[config.mk]
export PLATFORM = sky130hd
export DESIGN_NAME = rf_wport_arbiter
export DESIGN_NICKNAME = d
export VERILOG_FILES = /design/src/rtl/rf_wport_arbiter.sv
export SDC_FILE = /design/constraint.sdc
export NUM_CORES = 1
export LEC_CHECK = 0
export BUFFER_PORTS_ARGS = -buffer_cell sky130_fd_sc_hd__buf_2
export CORE_MARGIN = 2
export CORE_UTILIZATION = 51
export CTS_CLUSTER_SIZE = 12
export DETAILED_ROUTE_END_ITERATION = 10
export PLACE_DENSITY = 0.76
export SYNTH_ARGS = -nofsm -noshare
export SYNTH_HDL_FRONTEND = slang
export SYNTH_SLANG_ARGS = --single-unit
[constraint.sdc]
create_clock -name clk -period 2.4 [get_ports clk]
set_clock_uncertainty 0.2 [all_clocks]
set_input_delay 0.24 -clock clk [delete_from_list [all_inputs] [get_ports clk]]
set_output_delay 0.24 -clock clk [all_outputs]
set_load 0.02 [all_outputs]
[src/rtl/rf_wport_arbiter.sv]
// Register-file write-port arbiter. WB has priority; multi-cycle results queue in a
// small FIFO, fill free WB slots, and are tracked by a per-register pending scoreboard.
module rf_wport_arbiter #(
    parameter int unsigned DEPTH        = 4,
    parameter int unsigned STARVE_LIMIT = 8
) (
    input  logic                     clk,
    input  logic                     reset,
    input  logic                     wb_we,
    input  logic [4:0]               wb_addr,
    input  logic [31:0]              wb_data,
    input  logic                     mc_valid,
    input  logic [4:0]               mc_addr,
    input  logic [31:0]              mc_data,
    output logic                     mc_ready,
    input  logic                     issue_valid,
    input  logic [4:0]               issue_addr,
    input  logic [4:0]               rd_addr1,
    input  logic [4:0]               rd_addr2,
    output logic                     pend1,
    output logic                     pend2,
    output logic                     RegWrite,
    output logic [4:0]               RF_WriteAddr,
    output logic [31:0]              RF_WriteData,
    output logic                     stall_req,
    output logic [$clog2(DEPTH):0]   fifo_count
);
    localparam int unsigned AW = $clog2(DEPTH);
    localparam int unsigned CW = AW + 1;
    localparam int unsigned SW = $clog2(STARVE_LIMIT + 1);

    localparam logic [1:0] IDLE    = 2'd0;
    localparam logic [1:0] DRAIN   = 2'd1;
    localparam logic [1:0] STARVED = 2'd2;

    typedef struct packed {
        logic [4:0]  addr;
        logic [31:0] data;
    } rfEntry_t;

    rfEntry_t      mem [DEPTH];
    logic [AW-1:0] rdPtr;
    logic [AW-1:0] wrPtr;
    logic [CW-1:0] count;
    logic [CW-1:0] countNext;
    logic [31:0]   pending;
    logic [31:0]   pendingNext;
    logic [SW-1:0] starveCnt;
    logic [SW-1:0] starveNext;
    logic [1:0]    state;
    logic [1:0]    stateNext;
    logic          wbAct;
    logic          notEmpty;
    logic          pop;
    logic          push;
    rfEntry_t      head;

    assign wbAct    = wb_we && (wb_addr != 5'd0);
    assign notEmpty = (count != '0);
    assign head     = mem[rdPtr];
    assign mc_ready = reset && (count < CW'(DEPTH));
    assign pop      = reset && !wbAct && notEmpty;
    // Handshake completes for $0 results, but nothing is stored
    assign push     = mc_valid && mc_ready && (mc_addr != 5'd0);

    assign fifo_count = count;
    assign pend1      = (rd_addr1 != 5'd0) && pending[rd_addr1];
    assign pend2      = (rd_addr2 != 5'd0) && pending[rd_addr2];

    // Same-cycle write port; the register file bypass relies on this timing
    always_comb begin
        RegWrite     = 1'b0;
        RF_WriteAddr = 5'd0;
        RF_WriteData = 32'd0;
        if (reset) begin
            if (wbAct) begin
                RegWrite     = 1'b1;
                RF_WriteAddr = wb_addr;
                RF_WriteData = wb_data;
            end else if (notEmpty) begin
                RegWrite     = 1'b1;
                RF_WriteAddr = head.addr;
                RF_WriteData = head.data;
            end
        end
    end

    // Occupancy, starvation count, scoreboard and FSM next state
    always_comb begin
        countNext = count;
        if (push && !pop) begin
            countNext = count + CW'(1);
        end else if (pop && !push) begin
            countNext = count - CW'(1);
        end

        starveNext = starveCnt;
        if (pop || !notEmpty) begin
            starveNext = '0;
        end else if (wbAct && (starveCnt != SW'(STARVE_LIMIT))) begin
            starveNext = starveCnt + SW'(1);
        end

        pendingNext = pending;
        if (pop) begin
            pendingNext[head.addr] = 1'b0;
        end
        if (issue_valid && (issue_addr != 5'd0)) begin
            pendingNext[issue_addr] = 1'b1;
        end
        pendingNext[0] = 1'b0;

        stateNext = state;
        case (state)
            IDLE: begin
                if (push) stateNext = DRAIN;
            end
            DRAIN: begin
                if (countNext == '0) begin
                    stateNext = IDLE;
                end else if (starveNext == SW'(STARVE_LIMIT)) begin
                    stateNext = STARVED;
                end
            end
            STARVED: begin
                if (pop) stateNext = (countNext == '0) ? IDLE : DRAIN;
            end
            default: stateNext = IDLE;
        endcase
    end

    always_ff @(posedge clk or negedge reset) begin
        if (!reset) begin
            state     <= IDLE;
            stall_req <= 1'b0;
            count     <= '0;
            rdPtr     <= '0;
            wrPtr     <= '0;
            starveCnt <= '0;
            pending   <= '0;
        end else begin
            state     <= stateNext;
            stall_req <= (stateNext == STARVED);
            count     <= countNext;
            starveCnt <= starveNext;
            pending   <= pendingNext;
            if (pop)  rdPtr <= rdPtr + AW'(1);
            if (push) wrPtr <= wrPtr + AW'(1);
        end
    end

    // Storage needs no reset; occupancy gates every read
    always_ff @(posedge clk) begin
        if (push) mem[wrPtr] <= '{addr: mc_addr, data: mc_data};
    end
endmodule

; ---- Word-level counts from Yosys, hierarchy flattened
; Memory sizes are Yosys's and may differ from the RTL's.
; Cells that the tools add are included.
[word_totals]
inputBits = 94
n_memories = 1
regBits = 45
out_inout_bits = 45
mem_bits_rw = 148
wordCells = 86
[classes]
order_cmp = 7
addsub = 5
n_mux = 31
n_reduce_logical = 27
n_bitwise = 3
n_eq_ne = 5
[mem_list]
columns = name, words, width, rd, rd_ports_with_merged_regs, wr, line
row1 = mem, 4, 37, 1, 0, 1, 41  ; rfEntry_t mem [DEPTH];
[op_table]
columns = operator, count
row1 = 32-bit 2-to-1 mux, 5
row2 = 32-bit bitwise AND, 1
row3 = 32-bit inverter, 1
row4 = 32-bit bitwise OR, 1
row5 = 5-bit nonzero test, 5
row6 = 5-bit by 6-bit < comparator with 1-bit output (second input constant), 4
row7 = 5-bit 2-to-1 mux, 3
row8 = 1-bit logical AND, 14
row9 = 1-bit binary-select mux with 5-bit select, 2
row10 = 1-bit demux with 5-bit select, 2
row11 = 5-bit by 1-bit greater-or-equal comparator with 1-bit output (second input constant), 2
row12 = 1-bit 2-to-1 mux, 10
row13 = 2-bit 2-to-1 mux, 4
row14 = 4-bit 2-to-1 mux, 2
row15 = 3-bit 2-to-1 mux, 2
row16 = 2-bit one-hot mux with 3 select lines, 1
row17 = 2-bit by 1-bit adder with 2-bit output (second input constant), 2
row18 = 4-bit by 1-bit adder with 4-bit output (second input constant), 1
row19 = 2-bit equality test (second input constant), 2
row20 = 4-bit equality test (second input constant), 1
row21 = 1-bit logical NOT, 4
row22 = 4-bit != test (second input constant), 1
row23 = 3-bit by 1-bit adder with 3-bit output (second input constant), 1
row24 = 3-bit logical NOT, 1
row25 = 6 further kinds, 6

; ---- Depth between registers and ports, before layout
; Gate-level depths: netlist of the first run.
[logic_depth]
depth_word = 13
depth_mapped = 11
ltp_nobuf = 8

; ---- Worst setup path after synthesis of the first run
; No wires, ideal clock.
[synth_path]
path_type = register -> output
startpoint = reg count[0], in the netlist fifo_count[0]
endpoint = out RF_WriteData[30]
n_path_buf = 3
slack_ns = -0.129
path_stages_with_launch = 9
arrival_time_ns = 2.089
t_required_ns = 1.960
path_cell_list = dfrtp_1 > inv_1 > ha_1 > nand2b_1 > buf_2 > and4_1 > buf_2 > buf_1 > a22o_1
[synth_via]
elab_chain_cells = 4
[synth_rtl]
columns = element, line
row1 = "start, declared", 44  ; logic [CW-1:0] count;
row2 = "start signal, assigned", 144  ; count <= countNext;
row3 = 3-bit nonzero test, 59  ; assign notEmpty = (count != '0);
row4 = 32-bit 2-to-1 mux, 80  ; end else if (notEmpty) begin
row5 = 32-bit 2-to-1 mux, 76  ; if (wbAct) begin
row6 = 32-bit 2-to-1 mux, 75  ; if (reset) begin
row7 = "end, declared", 24  ; output logic [31:0] RF_WriteData,
; No other way between the ends.

; ---- Worst setup path after layout of the first run
[layout_path]
startpoint = reg pending[27]
endpoint = out pend1
[layout_via]
elab_chain_cells = 3
[layout_rtl]
columns = element, line
row1 = "start, declared", 46  ; logic [31:0] pending;
row2 = "start signal, assigned", 146  ; pending <= pendingNext;
row3 = 1-bit binary-select mux with 5-bit select, 67  ; assign pend1 = (rd_addr1 != 5'd0) && pending[rd_addr1];
row4 = 1-bit 2-to-1 mux (not written as such), 67
row5 = 1-bit logical AND, 67
row6 = "end, declared", 20  ; output logic pend1,
; No other way between the ends. The select of a mux whose other input is x is not followed.

==> results of run 1 <==
## worst min-delay path by stage
| stage | endpoint | slack (ns) | cells past startpoint |
|---|---|---|---|
| 2_1_floorplan | fifo_count[0] | -0.26 | 0 |
| 3_3_place_gp | pending[22] | -0.11 | 1 |
| 3_5_place_dp | pending[22] | -0.10 | 1 |
| 4_1_cts | pending[8] | 0.08 | 3 |
| 5_1_grt | pending[23] | 0.12 | 2 |
| 6_report | pending[23] | 0.11 | 2 |
## registers in the layout, indices dropped and copies added (netlist names)
| signal | count |
|---|---|
| pending | 31 |
| rdPtr | 2 |
| fifo_count | 3 |
| stall_req | 1 |
| wrPtr | 2 |
| state | 2 |
| starveCnt | 4 |
| mem | 148 |
## worst max-delay path: cells and delay by family (launching register included)
| family | cells | cell delay [ns] |
|---|---|---|
| multiplexers | 3 | 1.25 |
| flip-flops | 1 | 0.42 |
| buffers and inverters | 1 | 0.13 |
## what timing repair did
item	4_1_cts	5_1_grt
hold buffers	43	0
setup endpoints to repair	38	49
pin swaps	23	12
gates resized for setup	90	25
hold endpoints to repair	196	0
buffers inserted	17	7
gates cloned	6	0
## per-stage QoR
step                      std cells  power [W]  setup slack, ns  area [um^2]
after detailed placement        876    0.00789          0.00948         9590
after CTS                       974     0.0116           -0.253        11200
final                           980     0.0117           -0.268        11300
after global routing            980     0.0121           -0.302        11300
after floorplan                 519    0.00677          -0.0836         8480
after global placement          876    0.00775           0.0949         9590
## synthesized netlist by cell type (2+ instances only)
library cell	count
sky130_fd_sc_hd__nand3_1	15
sky130_fd_sc_hd__a21boi_0	2
sky130_fd_sc_hd__ha_1	9
sky130_fd_sc_hd__edfxtp_1	148
sky130_fd_sc_hd__mux2_2	4
sky130_fd_sc_hd__a22o_1	26
sky130_fd_sc_hd__o41ai_1	4
sky130_fd_sc_hd__xnor2_1	4
sky130_fd_sc_hd__nor2_1	12
sky130_fd_sc_hd__mux4_2	55
sky130_fd_sc_hd__nand2_1	28
sky130_fd_sc_hd__nand3b_1	7
sky130_fd_sc_hd__inv_1	8
sky130_fd_sc_hd__buf_1	5
sky130_fd_sc_hd__nand2b_1	5
sky130_fd_sc_hd__a21oi_1	11
sky130_fd_sc_hd__clkbuf_1	14
sky130_fd_sc_hd__nor3_1	5
sky130_fd_sc_hd__o21ai_0	64
sky130_fd_sc_hd__o32ai_1	2
sky130_fd_sc_hd__and2_2	4
sky130_fd_sc_hd__or4_4	2
sky130_fd_sc_hd__nor2b_1	4
sky130_fd_sc_hd__o31ai_1	2
sky130_fd_sc_hd__dfrtp_1	45
sky130_fd_sc_hd__or3b_2	3
sky130_fd_sc_hd__buf_2	7
sky130_fd_sc_hd__a31o_1	2
## logic make-up after synthesis
| group | count (synthesis) | share of synthesized area, % |
|---|---|---|
| compound gates | 125 | 9.67 |
| flops | 193 | 65.8 |
| fa+ha+maj | 9 | 1.33 |
| mux | 60 | 15.3 |
| buf+inv | 34 | 1.61 |
| xor+xnor | 5 | 0.517 |
| simple gates | 93 | 5.85 |
## metal layers
layer | vias to the layer above | share of wire (%) | track usage, % | wire length [um]
met3 | 38 | 7.6 | 5.02 | 1660
met1 | 2932 | 39 | 32.8 | 8640
met4 | 0 | 2.3 | 8.84 | 516
met2 | 296 | 51 | 42.6 | 11200
li1 | 2564 | - | - | -
met5 | - | 0 | 0 | 0
## power by group through the flow
| stage | Clock, W | Sequential (W) | Combinational, W |
|---|---|---|---|
| 2_1_floorplan | 0 | 0.00446 | 0.00231 |
| 3_5_place_dp | 0 | 0.00464 | 0.00326 |
| 3_3_place_gp | 0 | 0.00458 | 0.00317 |
| 6_report | 0.00279 | 0.00456 | 0.00431 |
| 4_1_cts | 0.00280 | 0.00454 | 0.00422 |
| 5_1_grt | 0.00293 | 0.00461 | 0.00459 |
## layout make-up
cell class                      count  area (um^2)  area share, %
Antenna cell                        1         2.50         0.0221
Clock buffer                       17          425           3.76
Clock inverter                     15          168           1.48
Inverter                            8         30.0          0.265
Multi-Input combinational cell    292         2890           25.5
Sequential cell                   193         5580           49.3
Tap cell                          220          275           2.43
Timing Repair Buffer              234         1950           17.2
==> impl_metrics.toml, run 1 <==
[run_status]
run_status = "finished with violations"
violations = "setup timing"

[layout]
commonest_cells_after_routing_fill_and_taps_aside = "148 x sky130_fd_sc_hd__edfxtp_1, 107 x sky130_fd_sc_hd__buf_2, 62 x sky130_fd_sc_hd__o21ai_0, 55 x sky130_fd_sc_hd__mux4_2, 43 x sky130_fd_sc_hd__dlygate4sd3_1"
area.growth.synth_to_final_pct = 33.5
drive_above_1_share_pct = 43.0
fillerInstances = 1029
most_common_cell_after_layout_fill_and_taps_aside = "sky130_fd_sc_hd__edfxtp_1"
final_nets = 849
postLayoutCoreUtil_pct = 68.9

[synthesis]
synth_top_area_cell = "sky130_fd_sc_hd__edfxtp_1"
synthesis.nets = 622
synth.yosys.seq_area_share_pct = 65.8
ys_top_cells_by_area = "sky130_fd_sc_hd__edfxtp_1 52%, sky130_fd_sc_hd__mux4_2 15%, sky130_fd_sc_hd__dfrtp_1 13%, sky130_fd_sc_hd__o21ai_0 3.8%, sky130_fd_sc_hd__a22o_1 2.7%"
syn-instance-count = 519
yosysUniqueCellTypes = 50
synth_seq_cells = 193
synth_edf_count = 148
synthArstFlopShare_pct = 23.3
yosysTopAreaCellShare_pct = 52.5
ys_dominant_reg_cell = "sky130_fd_sc_hd__edfxtp_1"
yosys_synthesis_warning_count = 0
mappedNetlistArea_um2 = 8470
post_synth.cell_area_avg_um2 = 16.3

[setup_path]
setup.worst_path.end = "pend1"
critPathMaxStageDelay_ns = 0.49
critical_path.reg2reg.endpoint = "pending[16]"
arrival_ns = 2.23
critPathSlowestCell = "sky130_fd_sc_hd__mux4_2"
crit_chain = "mux4_2 > mux4_2 > mux2_4 > buf_6"
path_common_cell = "sky130_fd_sc_hd__mux4_2"
worstSetupEndpointType = "output port"
crit_type = "reg -> out"
setup.worst_path.start = "pending[27]"
setup.worst_path.start_class = "flop"
r2r.worst_path.cells = 7
regToRegStartpoint = "rdPtr[0]"
ff2ff_setup_slack_ns = 0.06
critical_path_required_ns = 1.96
critPathMaxFanout = 3

[power_and_ir_drop]
total_switching_power_w = 0.00374
pwr-share-clk_pct = 23.9
p_seq_share_pct = 39.1
comb_power_share_pct = 37.0
worst_ir_drop_vdd_v = 0.000752
power.internal_w = 0.00793
power.switching_fraction_pct = 32.0
power.static_leakage_nw = 4.23
cellPowerDensity_nw_per_um2 = 1030

[clock_tree]
cts_made_buffers = 17
insertion_delay_ns = 0.42
clock_root_buffer_master = "sky130_fd_sc_hd__clkbuf_16"
tritoncts_clock_tree = "done"
clk_path_buf_depth = 2
tritoncts_num_sinks = 193
clk_pin_slew_worst_paths_ns = 0.07
cts.htree.levels = 4

[sta]
setup_ws_ns = -0.268
fin_tns_setup_ns = -2.85
hold_ws_ns = 0.107
setup_viol_count_final = 33
timing.slew.headroom_pct = 68.3
max_freq_mhz = 375
final.min_clock_period_ns = 2.67
final_cycle_utilization_of_the_critical_path_pct = 111
worst_slew_pin_slew_ns = 0.468
final-max-slew-violation-count = 0
rsz0062_at_grt = "yes"
final-hold-violation-count = 0

[floorplan]
core-area_um2 = 16400
row_count = 47
die_height_um = 133
die_width_um = 133
design.die.area_um2 = 17700
ios = 139
start_util_pct = 51.6

[job]
max_cap_violations = 0

[drt]
via_count = 5830
vias_per_cell = 5.95
remaining_drc_errors = 0
wl_mm = 22.0
wire_per_inst_um = 22.5
number_of_antenna_violating_nets_in_the_routed_design = 0
count_of_tritonroute_iterations_in_the_first_routing_pass = 5
detailedRoute.firstIterationViolations = 518

[global_routing]
overall_fraction_of_global_route_tracks_in_use_pct = 25.2
first_pass_grt_wire_length_mm = 33.2
grt_max_degree = 32
via_count_of_the_first_global_routing_pass = 6013
grt_antenna_before_repair = 1
grt_overflow = 0

[place]
hpwl_dp_mm = 13.1
gp_congestion = 0.825
place.port_buffers = 138

[worst_hold_path]
hold_path_class = "in -> async"
No activity file was read; power rests on OpenSTA's default activity.
==> run 2, diff against run 1 <==
Settings changed: CELL_PAD_IN_SITES_DETAIL_PLACEMENT from default to 1, CELL_PAD_IN_SITES_GLOBAL_PLACEMENT from default to 1, CORE_UTILIZATION 51 to 43, PLACE_DENSITY 0.76 to default, PLACE_DENSITY_LB_ADDON from default to 0.1.
==> run 2 against run 1 <==
  * Power fell by 0.15%
  * Fmax increased by 0.66%
  * Flip-flop and latch count did not move
  * Sequential share of layout area shrank 0.48 points
  * Combinational power is essentially flat
  * Hold slack improved by 0.0053 ns
  * First-iteration DRC count fell by 21%
  * Critical path depth unchanged
  * Cell area increased by 0.98%
  * Global-route usage decreased by 2.5 points
  * Highest routed layer is now met5
  * The flow still finishes with violations (setup timing)
  * Via count decreased by 2.7%
==> impl_metrics.toml, run 2 (synthesis results as in run 1) <==
[run_status]
run_status = "finished with violations"
violations = "setup timing"

[power_and_ir_drop]
comb_power_share_pct = 37.2
cellPowerDensity_nw_per_um2 = 1020
total_switching_power_w = 0.00378
power.internal_w = 0.00787
p_seq_share_pct = 39.0
power.static_leakage_nw = 4.23
pwr-share-clk_pct = 23.8
worst_ir_drop_vdd_v = 0.000622
power.switching_fraction_pct = 32.5

[global_routing]
first_pass_grt_wire_length_mm = 34.6
overall_fraction_of_global_route_tracks_in_use_pct = 22.7
via_count_of_the_first_global_routing_pass = 6024
grt_max_degree = 36
grt_antenna_before_repair = 1
grt_overflow = 0

[layout]
final_design_area_no_fill_um2 = 11400
most_common_cell_after_layout_fill_and_taps_aside = "sky130_fd_sc_hd__edfxtp_1"
drive_above_1_share_pct = 44.5
postLayoutCoreUtil_pct = 58.9
area.growth.synth_to_final_pct = 34.8
commonest_cells_after_routing_fill_and_taps_aside = "148 x sky130_fd_sc_hd__edfxtp_1, 106 x sky130_fd_sc_hd__buf_2, 55 x sky130_fd_sc_hd__mux4_2, 54 x sky130_fd_sc_hd__o21ai_0"
top_register = "mem"
final_nets = 851
largestRegisters = "mem x148, pending x31, starveCnt x4"
largest_register_ff_count = 148
final_cell_count_no_fill = 1026
n_antenna_cell = 0
fillerInstances = 1854

[clock_tree]
clk_path_buf_depth = 2
insertion_delay_ns = 0.42
tritoncts_num_sinks = 193
clk_pin_slew_worst_paths_ns = 0.07
clock_root_buffer_master = "sky130_fd_sc_hd__clkbuf_16"
cts_made_buffers = 17
cts.htree.levels = 4
tritoncts_clock_tree = "done"

[sta]
setup_viol_count_final = 34
timing.slew.headroom_pct = 64.7
final_cycle_utilization_of_the_critical_path_pct = 110
setup_ws_ns = -0.251
final-max-slew-violation-count = 0
worst_slew_pin_slew_ns = 0.522
max_freq_mhz = 377
rsz0062_at_grt = "yes"
final-hold-violation-count = 0
final.min_clock_period_ns = 2.65
hold_ws_ns = 0.112

[drt]
via_count = 5674
count_of_tritonroute_iterations_in_the_first_routing_pass = 4
wire_per_inst_um = 22.2
remaining_drc_errors = 0
number_of_antenna_violating_nets_in_the_routed_design = 0
detailedRoute.firstIterationViolations = 407
wl_mm = 22.8
vias_per_cell = 5.53

[setup_path]
setup.worst_path.start_class = "flop"
critPathMaxFanout = 3
regToRegStartpoint = "rdPtr[0]"
critical_path_required_ns = 1.96
crit_type = "reg -> out"
setup.worst_path.start = "pending[10]"
worstSetupEndpointType = "output port"
arrival_ns = 2.21

[job]
max_cap_violations = 0

[worst_hold_path]
hold_path_class = "in -> reg"
hold_start = "issue_addr[0]"

[floorplan]
die_width_um = 144
design.die.area_um2 = 20800
row_count = 51
ios = 139
die_height_um = 144
start_util_pct = 43.7
core-area_um2 = 19400

[place]
place.port_buffers = 138
gp_congestion = 0.840
pre_cts_slack_ns = 0.00640
hpwl_dp_mm = 14.6
placement_stage_cell_area_um2 = 9730
numPlacedInstances = 929
==> run 2: cell count changes in the layout (fill, tap and decap cells not counted), sizes merged <==
| cell | delta |
|---|---|
| dlygate4sd3 | -2 |
| buf | +4 |
| clkinv | -1 |
| diode | -1 |
| clkinvlp | +1 |
==> run 2: layer usage <==
layer  routed length (um)  track usage (%)  vias up  share of wire, %
met5                   13                0        -             0.057
met4                  110             4.91        2              0.48
met3                  878             4.47        8               3.8
met2                12100             38.9      126                53
met1                 9740             30.3     2978                43
li1                     -                -     2560                 -
==> run 2: through the flow <==
stage	TNS [ns]	power (W)
6_report	-2.92	0.0116
5_1_grt	-5.61	0.0122
4_1_cts	-3.72	0.0115
3_5_place_dp	0	0.00802
3_3_place_gp	0	0.00789
2_1_floorplan	-12.37	0.00677
==> run 2: worst max-delay path, stage by stage, from the launching register on <==
cell and delay [ns]:
sky130_fd_sc_hd__dfrtp_1 0.41, sky130_fd_sc_hd__mux4_2 0.47, sky130_fd_sc_hd__mux4_2 0.48, sky130_fd_sc_hd__mux2_4 0.29, sky130_fd_sc_hd__buf_6 0.13
==> run 2: power groups by stage <==
stage / clock network (W) / registers (W) / logic, W
6_report: 0.00277 / 0.00454 / 0.00433
2_1_floorplan: 0 / 0.00446 / 0.00231
3_5_place_dp: 0 / 0.00462 / 0.00341
3_3_place_gp: 0 / 0.00457 / 0.00332
4_1_cts: 0.00282 / 0.00453 / 0.00412
5_1_grt: 0.00295 / 0.00460 / 0.00463
==> run 2: final cells by class <==
class	count	area, um^2	area share, %
clock buffer	17	425	3.72
inverter	8	30.0	0.263
sequential	193	5580	48.8
clock inverter	15	145	1.27
timing repair buffer	236	1970	17.3
tap	265	332	2.90
multi-input combinational	292	2940	25.8
==> run 2: worst paths after layout <==
kind	endpoint	slack (ns)	cells after the start
setup / recovery	pend1	-0.25	4
hold reg to reg	pending[17]	0.35	2
setup reg to reg	pending[27]	-0.01	8
max in group asynchronous	pending[2]	1.33	3
min in group asynchronous	starveCnt[0]	0.19	3
hold / removal	pending[8]	0.11	3
==> run 2: repair_timing <==
action,CTS,global route
gates cloned,4,0
hold endpoints to repair,196,45
hold buffers,41,1
buffers inserted,15,7
gates resized for setup,68,68
setup endpoints to repair,39,140
pin swaps,6,21
